**config.mk**
```make
export PLATFORM = sky130hd
export DESIGN_NAME = axi_lite_arbiter
export DESIGN_NICKNAME = d
export VERILOG_FILES = /design/src/rtl/axi_lite_arbiter.sv
export SDC_FILE = /design/constraint.sdc
export NUM_CORES = 1
export LEC_CHECK = 0
export ABC_AREA = 1
export CAP_MARGIN = 20
export CORE_AREA = 2 2 171 173
export DETAILED_ROUTE_END_ITERATION = 6
export DIE_AREA = 0 0 173 175
export PLACE_DENSITY = 0.4
export SYNTH_ARGS = -nofsm -noshare
export SYNTH_HDL_FRONTEND = slang
export SYNTH_SLANG_ARGS = --single-unit
```
**constraint.sdc**
```tcl
create_clock -name clk -period 1.8 [get_ports clk]
set_clock_uncertainty 0.1 [all_clocks]
set_input_delay 0.45 -clock clk [delete_from_list [all_inputs] [get_ports clk]]
set_output_delay 0.45 -clock clk [all_outputs]
set_load 0.03 [all_outputs]
```
**src/rtl/axi_lite_arbiter.sv**
```systemverilog
// ============================================================================
// Module   : axi_lite_arbiter
// Purpose  : Round-robin N:1 AXI-lite arbiter, one transaction in flight.
// Revision : 1.0 - initial release
// ============================================================================
`default_nettype none

module axi_lite_arbiter #(
    parameter int NUM_M  = 2,
    parameter int ADDR_W = 32,
    parameter int DATA_W = 32,
    localparam int STRB_W = DATA_W / 8,
    localparam int GW     = $clog2(NUM_M)
) (
    input  logic                       clk,
    input  logic                       rst,
    input  logic [NUM_M*ADDR_W-1:0]    m_araddr,
    input  logic [NUM_M-1:0]           m_arvalid,
    output logic [NUM_M-1:0]           m_arready,
    output logic [NUM_M*DATA_W-1:0]    m_rdata,
    output logic [NUM_M*2-1:0]         m_rresp,
    output logic [NUM_M-1:0]           m_rvalid,
    input  logic [NUM_M-1:0]           m_rready,
    input  logic [NUM_M*ADDR_W-1:0]    m_awaddr,
    input  logic [NUM_M-1:0]           m_awvalid,
    output logic [NUM_M-1:0]           m_awready,
    input  logic [NUM_M*DATA_W-1:0]    m_wdata,
    input  logic [NUM_M*STRB_W-1:0]    m_wstrb,
    input  logic [NUM_M-1:0]           m_wvalid,
    output logic [NUM_M-1:0]           m_wready,
    output logic [NUM_M*2-1:0]         m_bresp,
    output logic [NUM_M-1:0]           m_bvalid,
    input  logic [NUM_M-1:0]           m_bready,
    output logic [ADDR_W-1:0]          s_araddr,
    output logic                       s_arvalid,
    input  logic                       s_arready,
    input  logic [DATA_W-1:0]          s_rdata,
    input  logic [1:0]                 s_rresp,
    input  logic                       s_rvalid,
    output logic                       s_rready,
    output logic [ADDR_W-1:0]          s_awaddr,
    output logic                       s_awvalid,
    input  logic                       s_awready,
    output logic [DATA_W-1:0]          s_wdata,
    output logic [STRB_W-1:0]          s_wstrb,
    output logic                       s_wvalid,
    input  logic                       s_wready,
    input  logic [1:0]                 s_bresp,
    input  logic                       s_bvalid,
    output logic                       s_bready,
    output logic [GW-1:0]              grant_o,
    output logic                       busy_o
);

    localparam logic [2:0] c_IDLE  = 3'd0;
    localparam logic [2:0] c_RD_A  = 3'd1;
    localparam logic [2:0] c_RD_D  = 3'd2;
    localparam logic [2:0] c_WR_AW = 3'd3;
    localparam logic [2:0] c_WR_B  = 3'd4;

    logic [2:0]       r_state;
    logic [GW-1:0]    r_grant;
    logic [GW-1:0]    r_last;
    logic             r_aw_done;
    logic             r_w_done;

    logic [NUM_M-1:0] w_req;
    logic [GW-1:0]    w_pick;
    logic [GW-1:0]    w_cand;
    logic             w_found;
    logic             w_st_rd_a;
    logic             w_st_rd_d;
    logic             w_st_wr_aw;
    logic             w_st_wr_b;
    logic             w_aw_ok;
    logic             w_w_ok;

    // Descending scan so the closest index after r_last wins the final overwrite.
    always_comb begin
        w_req   = m_arvalid | m_awvalid;
        w_pick  = r_last;
        w_cand  = r_last;
        w_found = 1'b0;
        for (int k = NUM_M; k >= 1; k--) begin
            w_cand = GW'((int'(r_last) + k) % NUM_M);
            if (w_req[w_cand]) begin
                w_pick  = w_cand;
                w_found = 1'b1;
            end
        end
    end

    // Every outward valid/ready is squashed while rst is high.
    assign w_st_rd_a  = !rst && (r_state == c_RD_A);
    assign w_st_rd_d  = !rst && (r_state == c_RD_D);
    assign w_st_wr_aw = !rst && (r_state == c_WR_AW);
    assign w_st_wr_b  = !rst && (r_state == c_WR_B);

    assign s_araddr  = m_araddr[r_grant*ADDR_W +: ADDR_W];
    assign s_arvalid = w_st_rd_a & m_arvalid[r_grant];
    assign s_rready  = w_st_rd_d & m_rready[r_grant];
    assign s_awaddr  = m_awaddr[r_grant*ADDR_W +: ADDR_W];
    assign s_awvalid = w_st_wr_aw & ~r_aw_done & m_awvalid[r_grant];
    assign s_wdata   = m_wdata[r_grant*DATA_W +: DATA_W];
    assign s_wstrb   = m_wstrb[r_grant*STRB_W +: STRB_W];
    assign s_wvalid  = w_st_wr_aw & ~r_w_done & m_wvalid[r_grant];
    assign s_bready  = w_st_wr_b & m_bready[r_grant];

    assign w_aw_ok = r_aw_done | (s_awvalid & s_awready);
    assign w_w_ok  = r_w_done  | (s_wvalid & s_wready);

    assign grant_o = r_grant;
    assign busy_o  = !rst && (r_state != c_IDLE);

    always_comb begin
        m_arready = '0;
        m_rvalid  = '0;
        m_rdata   = '0;
        m_rresp   = '0;
        m_awready = '0;
        m_wready  = '0;
        m_bvalid  = '0;
        m_bresp   = '0;
        for (int i = 0; i < NUM_M; i++) begin
            if (GW'(i) == r_grant) begin
                m_arready[i] = w_st_rd_a & s_arready;
                m_rvalid[i]  = w_st_rd_d & s_rvalid;
                m_awready[i] = w_st_wr_aw & ~r_aw_done & s_awready;
                m_wready[i]  = w_st_wr_aw & ~r_w_done & s_wready;
                m_bvalid[i]  = w_st_wr_b & s_bvalid;
                if (w_st_rd_d) begin
                    m_rdata[i*DATA_W +: DATA_W] = s_rdata;
                    m_rresp[i*2 +: 2]           = s_rresp;
                end
                if (w_st_wr_b) begin
                    m_bresp[i*2 +: 2] = s_bresp;
                end
            end
        end
    end

    always_ff @(posedge clk) begin
        if (rst) begin
            r_state   <= c_IDLE;
            r_grant   <= '0;
            r_last    <= GW'(NUM_M - 1);
            r_aw_done <= 1'b0;
            r_w_done  <= 1'b0;
        end else begin
            case (r_state)
                c_IDLE: begin
                    if (w_found) begin
                        r_grant <= w_pick;
                        r_last  <= w_pick;
                        // Reads take precedence when a master raises both channels.
                        r_state <= m_arvalid[w_pick] ? c_RD_A : c_WR_AW;
                    end
                end
                c_RD_A: begin
                    if (s_arvalid && s_arready) r_state <= c_RD_D;
                end
                c_RD_D: begin
                    if (s_rvalid && s_rready) r_state <= c_IDLE;
                end
                c_WR_AW: begin
                    if (w_aw_ok && w_w_ok) begin
                        r_aw_done <= 1'b0;
                        r_w_done  <= 1'b0;
                        r_state   <= c_WR_B;
                    end else begin
                        r_aw_done <= w_aw_ok;
                        r_w_done  <= w_w_ok;
                    end
                end
                c_WR_B: begin
                    if (s_bvalid && s_bready) r_state <= c_IDLE;
                end
                default: r_state <= c_IDLE;
            endcase
        end
    end

endmodule

`default_nettype wire

```
==> results of run 1 <==
## through the flow
step	cell area, um2	setup slack, ns	total power [mW]	TNS, ns	hold WS [ns]
2_1_floorplan	2870	-0.342	3.49	-13.92	0.341
3_3_place_gp	7920	-0.545	6.26	-39.31	0.377
3_5_place_dp	7920	-0.532	6.25	-40.70	0.368
4_1_cts	9390	-0.267	8.44	-27.23	0.373
5_1_grt	11200	-0.351	10.8	-47.31	0.418
6_report	11200	-0.303	10.3	-34.98	0.377
## layout make-up
cell class	instances	area, um2
inverters	51	213
multi-input cells	470	3570
well taps	384	480
fillers	2925	17200
repair buffers	568	6590
flip-flops and latches	7	150
clock buffers	4	78.8
repair inverters	3	90.1
## final timing paths
| check | slack, ns | to | from |
|---|---|---|---|
| max | -0.30 | s_awvalid | r_state[2] |
| max reg2reg | -0.07 | r_state[0] | grant_o |
| min | 0.38 | r_aw_done | r_aw_done |
| min reg2reg | 0.38 | r_aw_done | r_aw_done |
## cell usage in the layout, fill, tap and decap left out, types with 2 or more instances in the layout
cell type	instances
sky130_fd_sc_hd__clkbuf_16	16
sky130_fd_sc_hd__clkinv_16	3
sky130_fd_sc_hd__nand2_1	135
sky130_fd_sc_hd__nand4_1	3
sky130_fd_sc_hd__a31oi_1	3
sky130_fd_sc_hd__nand2_4	91
sky130_fd_sc_hd__inv_2	3
sky130_fd_sc_hd__nand3_4	3
sky130_fd_sc_hd__nor3_2	18
sky130_fd_sc_hd__nor2_1	13
sky130_fd_sc_hd__inv_4	2
sky130_fd_sc_hd__buf_16	19
sky130_fd_sc_hd__buf_12	44
sky130_fd_sc_hd__dfxtp_4	2
sky130_fd_sc_hd__a21oi_2	4
sky130_fd_sc_hd__dfxtp_2	2
sky130_fd_sc_hd__nand3_1	3
sky130_fd_sc_hd__buf_6	139
sky130_fd_sc_hd__inv_1	45
sky130_fd_sc_hd__nor3_1	22
sky130_fd_sc_hd__nand2_2	103
sky130_fd_sc_hd__nor3_4	32
sky130_fd_sc_hd__dfxtp_1	3
sky130_fd_sc_hd__buf_4	98
sky130_fd_sc_hd__buf_8	3
sky130_fd_sc_hd__clkdlybuf4s50_1	242
sky130_fd_sc_hd__dlygate4sd2_1	9
sky130_fd_sc_hd__nor2_2	9
sky130_fd_sc_hd__a21oi_1	4
sky130_fd_sc_hd__nor2_4	14
sky130_fd_sc_hd__nand3_2	4
## power by group through the flow
stage | logic [mW] | registers [mW] | clock network (mW)
2_1_floorplan | 3.24 | 0.244 | 0
3_3_place_gp | 6.03 | 0.229 | 0
3_5_place_dp | 6.02 | 0.231 | 0
4_1_cts | 7.81 | 0.242 | 0.384
5_1_grt | 10.1 | 0.254 | 0.398
6_report | 9.63 | 0.250 | 0.380
## flip-flops by register name, summed over array words and instances (netlist names)
name,flops
r_last,1
grant_o,1
r_aw_done,1
r_state,3
r_w_done,1
## per-layer routing
layer / GRT usage (%) / share of wire, % / vias to the layer above
li1: - / - / 2824
met1: 18.2 / 41 / 2606
met2: 27.3 / 55 / 167
met3: 1.74 / 3.8 / 12
met4: 1.02 / 0.63 / 0
met5: 0 / 0 / -
## Yosys cell counts (all sizes together)
master	number	area, um2
clkbuf	28	105
nand3	10	60.1
o21ai	2	10.0
buf	12	66.3
o21bai	1	11.3
and2	1	6.26
nand4	3	18.8
nand2	330	1240
a21oi	9	45.0
nor4	1	6.26
and3	1	6.26
a31oi	3	18.8
nor3	72	360
dfxtp	7	140
or2	1	6.26
nor2	36	145
inv	51	191
## critical path, stage by stage, from the launching register on
cell and delay, ns:
sky130_fd_sc_hd__dfxtp_2 0.32, sky130_fd_sc_hd__inv_2 0.08, sky130_fd_sc_hd__buf_6 0.11, sky130_fd_sc_hd__nand3_4 0.09, sky130_fd_sc_hd__buf_6 0.14, sky130_fd_sc_hd__nor4_4 0.29
sky130_fd_sc_hd__buf_4 0.17, sky130_fd_sc_hd__buf_12 0.11
## cell families (layout without fill, tap and decap cells)
logic type | count (synthesis) | in the layout | share of synthesized area, %
compound gates | 15 | 15 | 3.49
buf+inv | 91 | 626 | 14.9
flops | 7 | 7 | 5.75
simple gates | 455 | 455 | 75.9
## timing repair
action,CTS,global route
resized for setup,224,353
buffers inserted,21,26
endpoints found under the setup margin,192,192
pin swaps,45,75
gates cloned,18,16
==> reports/qor.txt, run 1 <==
STA
-----------------------------------------------------------------------------
Setup violators final                                                     189
Slew HR                                                                 82.8%
Share of the clock period used by the worst path after layout            117%
Max frequency                                                         476 MHz
Transition at the pin with the smallest max-transition slack         0.257 ns
RSZ-0062 raised after global routing                                     true
Count of pins over their slew limit                                         0
Number of hold-slack violations in the final timing report                  0
Final worst-path setup slack                                        -0.303 ns
Final critical-path required period                                   2.10 ns

WORST SETUP PATH
-----------------------------------------------------------------------------
Max FO, Critical Path                                                       3
Type of the worst setup path                                     flip-flop to output port
Data arrival time of the critical path                                1.55 ns
Number of cells on the worst reg-to-reg path                               13
Required arrival time at the worst endpoint                           1.25 ns
CP Launch Type                                                      flip-flop
Critical path endpoint category                                   output port

GRT
-----------------------------------------------------------------------------
Number of global-route vias before repair                                5507
Global-route usage over all layers                                      14.5%
Wire length of the first global-routing pass                         34100 um
Pin count of the biggest net entering global routing                       26
Residual overflow from global routing                                       0
Initial antenna violation count                                             0

YOSYS
-----------------------------------------------------------------------------
Cell area after synthesis                                            2440 um2
Net count after synthesis                                                 821
Yosys warning total                                                         0
Number of flip-flops and latches in the synthesized netlist                 7
Count of distinct cell types in the synthesized netlist                    22
Mean instance size in the synthesized netlist                        4.29 um2
Fraction of the yosys area taken by sequential cells                    5.75%
Post-synthesis instance total                                             568

CTS
-----------------------------------------------------------------------------
Clock-pin transition on the worst setup and hold timing paths         0.04 ns
Number of hold buffers added after cts                                      0
Max Buffers Root-to-Sink                                                    2
Clock tree root driver cell                                      sky130_fd_sc_hd__clkbuf_16
Number of sinks on the clock net                                            7
CTS tree                                                                built
Clock insertion delay at the later pin of the skew report             0.23 ns
Number of H-tree levels                                                     1
CTS buffer count                                                            3

PWR
-----------------------------------------------------------------------------
Sequential Power Share                                                   2.4%
Combinational power share                                               93.9%
Worst voltage drop across the vdd grid                               0.769 mV
Part of the power in the clock network                                   3.7%
Power per Cell Area                                                918 nW/um2
Leakage power                                                         4.95 nW
Switch share                                                            50.2%
Internal power                                                        5.11 mW
Net Sw Power                                                          5.15 mW

PLACEMENT
-----------------------------------------------------------------------------
Gp weighted congestion                                                  0.793
Total of buffers placed on input and output ports                         441
# placed instances                                                       1410
Final HPWL from detailed placement                                   17500 um

ROUTE
-----------------------------------------------------------------------------
Routed WL per cell                                                    17.2 um
DR vias                                                                  5609
Iteration-0 DRC count of the detailed router                              146
DRC violation count after routing                                           0
Post-route antenna net violation count                                      0
Number of vias per cell after detailed routing                           3.77
Routed wire length                                                   25500 um
First-pass detailed-route iteration total                                   4

FLOORPLAN
-----------------------------------------------------------------------------
Num rows                                                                   62
IO Pins                                                                   442
Core footprint                                                      28400 um2
Area of the die                                                     30300 um2
Die X-Extent                                                           173 um
Effective utilization at floorplan                                      8.58%
Height of the die                                                      175 um

LAYOUT
-----------------------------------------------------------------------------
Number of standard cells in the final layout excluding fillers           1487
Nets@finish                                                              1357
Area growth from synthesis to layout                                     359%
Share of cells above drive strength 1                                   56.1%
Ant diodes                                                                  0
Core occupancy in the finished layout                                   39.4%

JOB
-----------------------------------------------------------------------------
Number of max-cap violations                                                0

HOLD PATH
-----------------------------------------------------------------------------
Tightest Hold Check Type                                         flip-flop to flip-flop
Cell depth of the worst min-delay path                                      2

STATUS
-----------------------------------------------------------------------------
Failing checks                                                   setup timing
Result of the run                                                finished, violations left

Power figures use the tool's default switching activity.
==> run 2: changes to the inputs <==
--- a/config.mk
+++ b/config.mk
@@ -7,10 +7,12 @@
 export LEC_CHECK = 0
 export ABC_AREA = 1
 export CAP_MARGIN = 20
-export CORE_AREA = 2 2 171 173
+export CELL_PAD_IN_SITES_DETAIL_PLACEMENT = 1
+export CELL_PAD_IN_SITES_GLOBAL_PLACEMENT = 1
+export CORE_AREA = 2 2 174 176
 export DETAILED_ROUTE_END_ITERATION = 6
-export DIE_AREA = 0 0 173 175
-export PLACE_DENSITY = 0.4
+export DIE_AREA = 0 0 176 178
+export PLACE_DENSITY = 0.68
 export SYNTH_ARGS = -nofsm -noshare
 export SYNTH_HDL_FRONTEND = slang
 export SYNTH_SLANG_ARGS = --single-unit
==> run 2 against run 1 <==
- the flow still finishes with violations (setup timing)
- total power grew 2.1%
- global-route usage shrank 0.59 points
- first-iteration DRC count shrank 17%
- via count grew 4.5%
- clock power grew 4%
- count of clock-buffer cells in the layout is the same
==> reports/qor.txt, run 2 (same netlist as run 1, synthesis figures left out) <==
STATUS
-----------------------------------------------------------------------------
Result of the run                                                finished, violations left
Failing checks                                                   setup timing

JOB
-----------------------------------------------------------------------------
Number of max-cap violations                                                0   unchanged

FLOORPLAN
-----------------------------------------------------------------------------
Die X-Extent                                                           176 um   +1.7%
Area of the die                                                     31300 um2   +3.5%
Num rows                                                                   63   +1.6%
Height of the die                                                      178 um   +1.7%
Effective utilization at floorplan                                      8.29%   -0.29 points
Core footprint                                                      29400 um2   +3.6%
IO Pins                                                                   442   unchanged

LAYOUT
-----------------------------------------------------------------------------
Max reg flops                                                               3   unchanged
Nets@finish                                                              1340   -1.3%
Number of standard cells in the final layout excluding fillers           1476   -0.74%
Most common cell after layout, fill and taps aside               sky130_fd_sc_hd__clkdlybuf4s50_1
Layout Cell Area excl Fill                                          11200 um2   +0.26%
Area growth from synthesis to layout                                     360%
Register bank with the most flops                                     r_state
Commonest cells after routing, fill and taps aside               243 x sky130_fd_sc_hd__clkdlybuf4s50_1, 132 x sky130_fd_sc_hd__nand2_4, 132 x sky130_fd_sc_hd__buf_6
Share of cells above drive strength 1                                   60.0%   +3.9 points
Core occupancy in the finished layout                                   38.1%   -1.3 points
Ant diodes                                                                  0   unchanged

CTS
-----------------------------------------------------------------------------
CTS buffer count                                                            3   unchanged
Clock tree root driver cell                                      sky130_fd_sc_hd__clkbuf_16
Number of H-tree levels                                                     1   unchanged
CTS tree                                                                built
Max Buffers Root-to-Sink                                                    2   unchanged
Number of hold buffers added after cts                                      0   unchanged
Clock-pin transition on the worst setup and hold timing paths         0.04 ns   about the same
Number of sinks on the clock net                                            7   unchanged
Clock insertion delay at the later pin of the skew report             0.24 ns   about the same

WORST SETUP PATH
-----------------------------------------------------------------------------
CP bufs+invs                                                                4   -1
Max FO, Critical Path                                                      14   +11
CP Launch Type                                                      flip-flop
Required arrival time at the worst endpoint                           1.25 ns   about the same
Type of the worst setup path                                     flip-flop to output port
Data arrival time of the critical path                                1.55 ns   about the same
Cell type of the slowest stage on the worst timing path          sky130_fd_sc_hd__dfxtp_1
Cells along the critical path                                    inv_1 -> nand3_4 -> nor2_4 -> inv_6 -> buf_12 -> nor3_1 -> buf_4
CP peak stage delay                                                   0.30 ns   -0.02 ns
Critical path endpoint category                                   output port
CP top delay family                                              buffers and inverters
Worst reg-to-reg setup slack                                         -0.03 ns   +0.04 ns

GRT
-----------------------------------------------------------------------------
Wire length of the first global-routing pass                         34000 um   -0.45%
Initial antenna violation count                                             0   unchanged
Pin count of the biggest net entering global routing                       27   +3.8%
Global-route usage over all layers                                      13.9%   -0.59 points
Number of global-route vias before repair                                5996   +8.9%
Residual overflow from global routing                                       0   unchanged

ROUTE
-----------------------------------------------------------------------------
Number of vias per cell after detailed routing                           3.97   +5.3%
Routed WL per cell                                                    18.7 um   +8.9%
Iteration-0 DRC count of the detailed router                              121   -17%
DRC violation count after routing                                           0   unchanged
Post-route antenna net violation count                                      0   unchanged
Routed wire length                                                   27600 um   +8.1%
DR vias                                                                  5863   +4.5%
First-pass detailed-route iteration total                                   4   unchanged

PWR
-----------------------------------------------------------------------------
Worst voltage drop across the vdd grid                               0.393 mV   -49%
Power per Cell Area                                                934 nW/um2   +1.8%
Leakage power                                                         5.08 nW   +2.7%

STA
-----------------------------------------------------------------------------
Final critical-path required period                                   2.10 ns   +0.00153 ns
Number of hold-slack violations in the final timing report                  0   unchanged
Setup violators final                                                     190   +0.53%
Transition at the pin with the smallest max-transition slack         0.253 ns   -0.00377 ns
Final worst-path setup slack                                        -0.304 ns   -0.00153 ns
Count of pins over their slew limit                                         0   unchanged
RSZ-0062 raised after global routing                                     true
Tightest hold margin                                                 0.372 ns   -0.00529 ns
Slew HR                                                                 83.0%   +0.18 points
Share of the clock period used by the worst path after layout            117%   about the same
Max frequency                                                         475 MHz   about the same

HOLD PATH
-----------------------------------------------------------------------------
Tightest Hold Check Type                                         flip-flop to flip-flop

PLACEMENT
-----------------------------------------------------------------------------
Total of buffers placed on input and output ports                         441   unchanged
Area post-placement                                                  7910 um2   about the same
Final HPWL from detailed placement                                   17400 um   -0.56%
# placed instances                                                       1416   +0.43%
Gp weighted congestion                                                  0.852   +7.5%

-- run 2: final timing paths --
kind                                  from  cells after the start     endpoint
worst max-delay path            r_state[0]                      7  m_rdata[60]
worst min-delay path             r_aw_done                      2    r_aw_done
worst max register to register     grant_o                     11   r_state[0]
worst min register to register   r_aw_done                      2    r_aw_done
-- run 2: metal layers --
metal | global-route usage, % | wire, um
met5 | 0 | 0
met4 | 2.58 | 516
met3 | 2.56 | 1440
met2 | 26.5 | 15100
met1 | 16.1 | 10500
-- run 2: power by group --
part           switching, mW  internal, mW
clock                 0.0990         0.296
combinational           5.20          4.62
sequential            0.0581         0.201
total                   5.35          5.12
-- run 2: layout make-up --
cell class	count	area [um2]
Fill cell	3324	18200
Multi-Input combinational cell	470	3920
Sequential cell	7	149
Inverter	51	209
Timing Repair Buffer	554	6360
Clock buffer	4	78.8
Tap cell	390	488
-- run 2: worst reg2reg max path, stage by stage (launching register included) --
cell and delay, ns:
sky130_fd_sc_hd__dfxtp_4 0.42, sky130_fd_sc_hd__clkinv_8 0.11, sky130_fd_sc_hd__clkbuf_16 0.18, sky130_fd_sc_hd__nor2_2 0.16
sky130_fd_sc_hd__nor2_1 0.08, sky130_fd_sc_hd__nand3_1 0.15, sky130_fd_sc_hd__nand2_1 0.11, sky130_fd_sc_hd__nor2_2 0.13
sky130_fd_sc_hd__inv_1 0.05, sky130_fd_sc_hd__nand4_1 0.11, sky130_fd_sc_hd__nand2_1 0.07, sky130_fd_sc_hd__nor2_1 0.10
-- run 2: what timing repair did --
action	in CTS	in global routing
resized for setup	223	427
endpoints found under the setup margin	192	191
pin swaps	47	76
setup buffers	22	17
gates cloned	13	9
-- run 2: per-stage QoR --
| stage | setup TNS [ns] | setup WS [ns] | total power [mW] |
|---|---|---|---|
| finish | -34.99 | -0.304 | 10.5 |
| global placement | -42.90 | -0.546 | 6.48 |
| CTS | -30.53 | -0.240 | 8.63 |
| detailed placement | -44.81 | -0.581 | 6.55 |
| floorplan | -13.92 | -0.342 | 3.49 |
| global route | -46.48 | -0.372 | 10.9 |
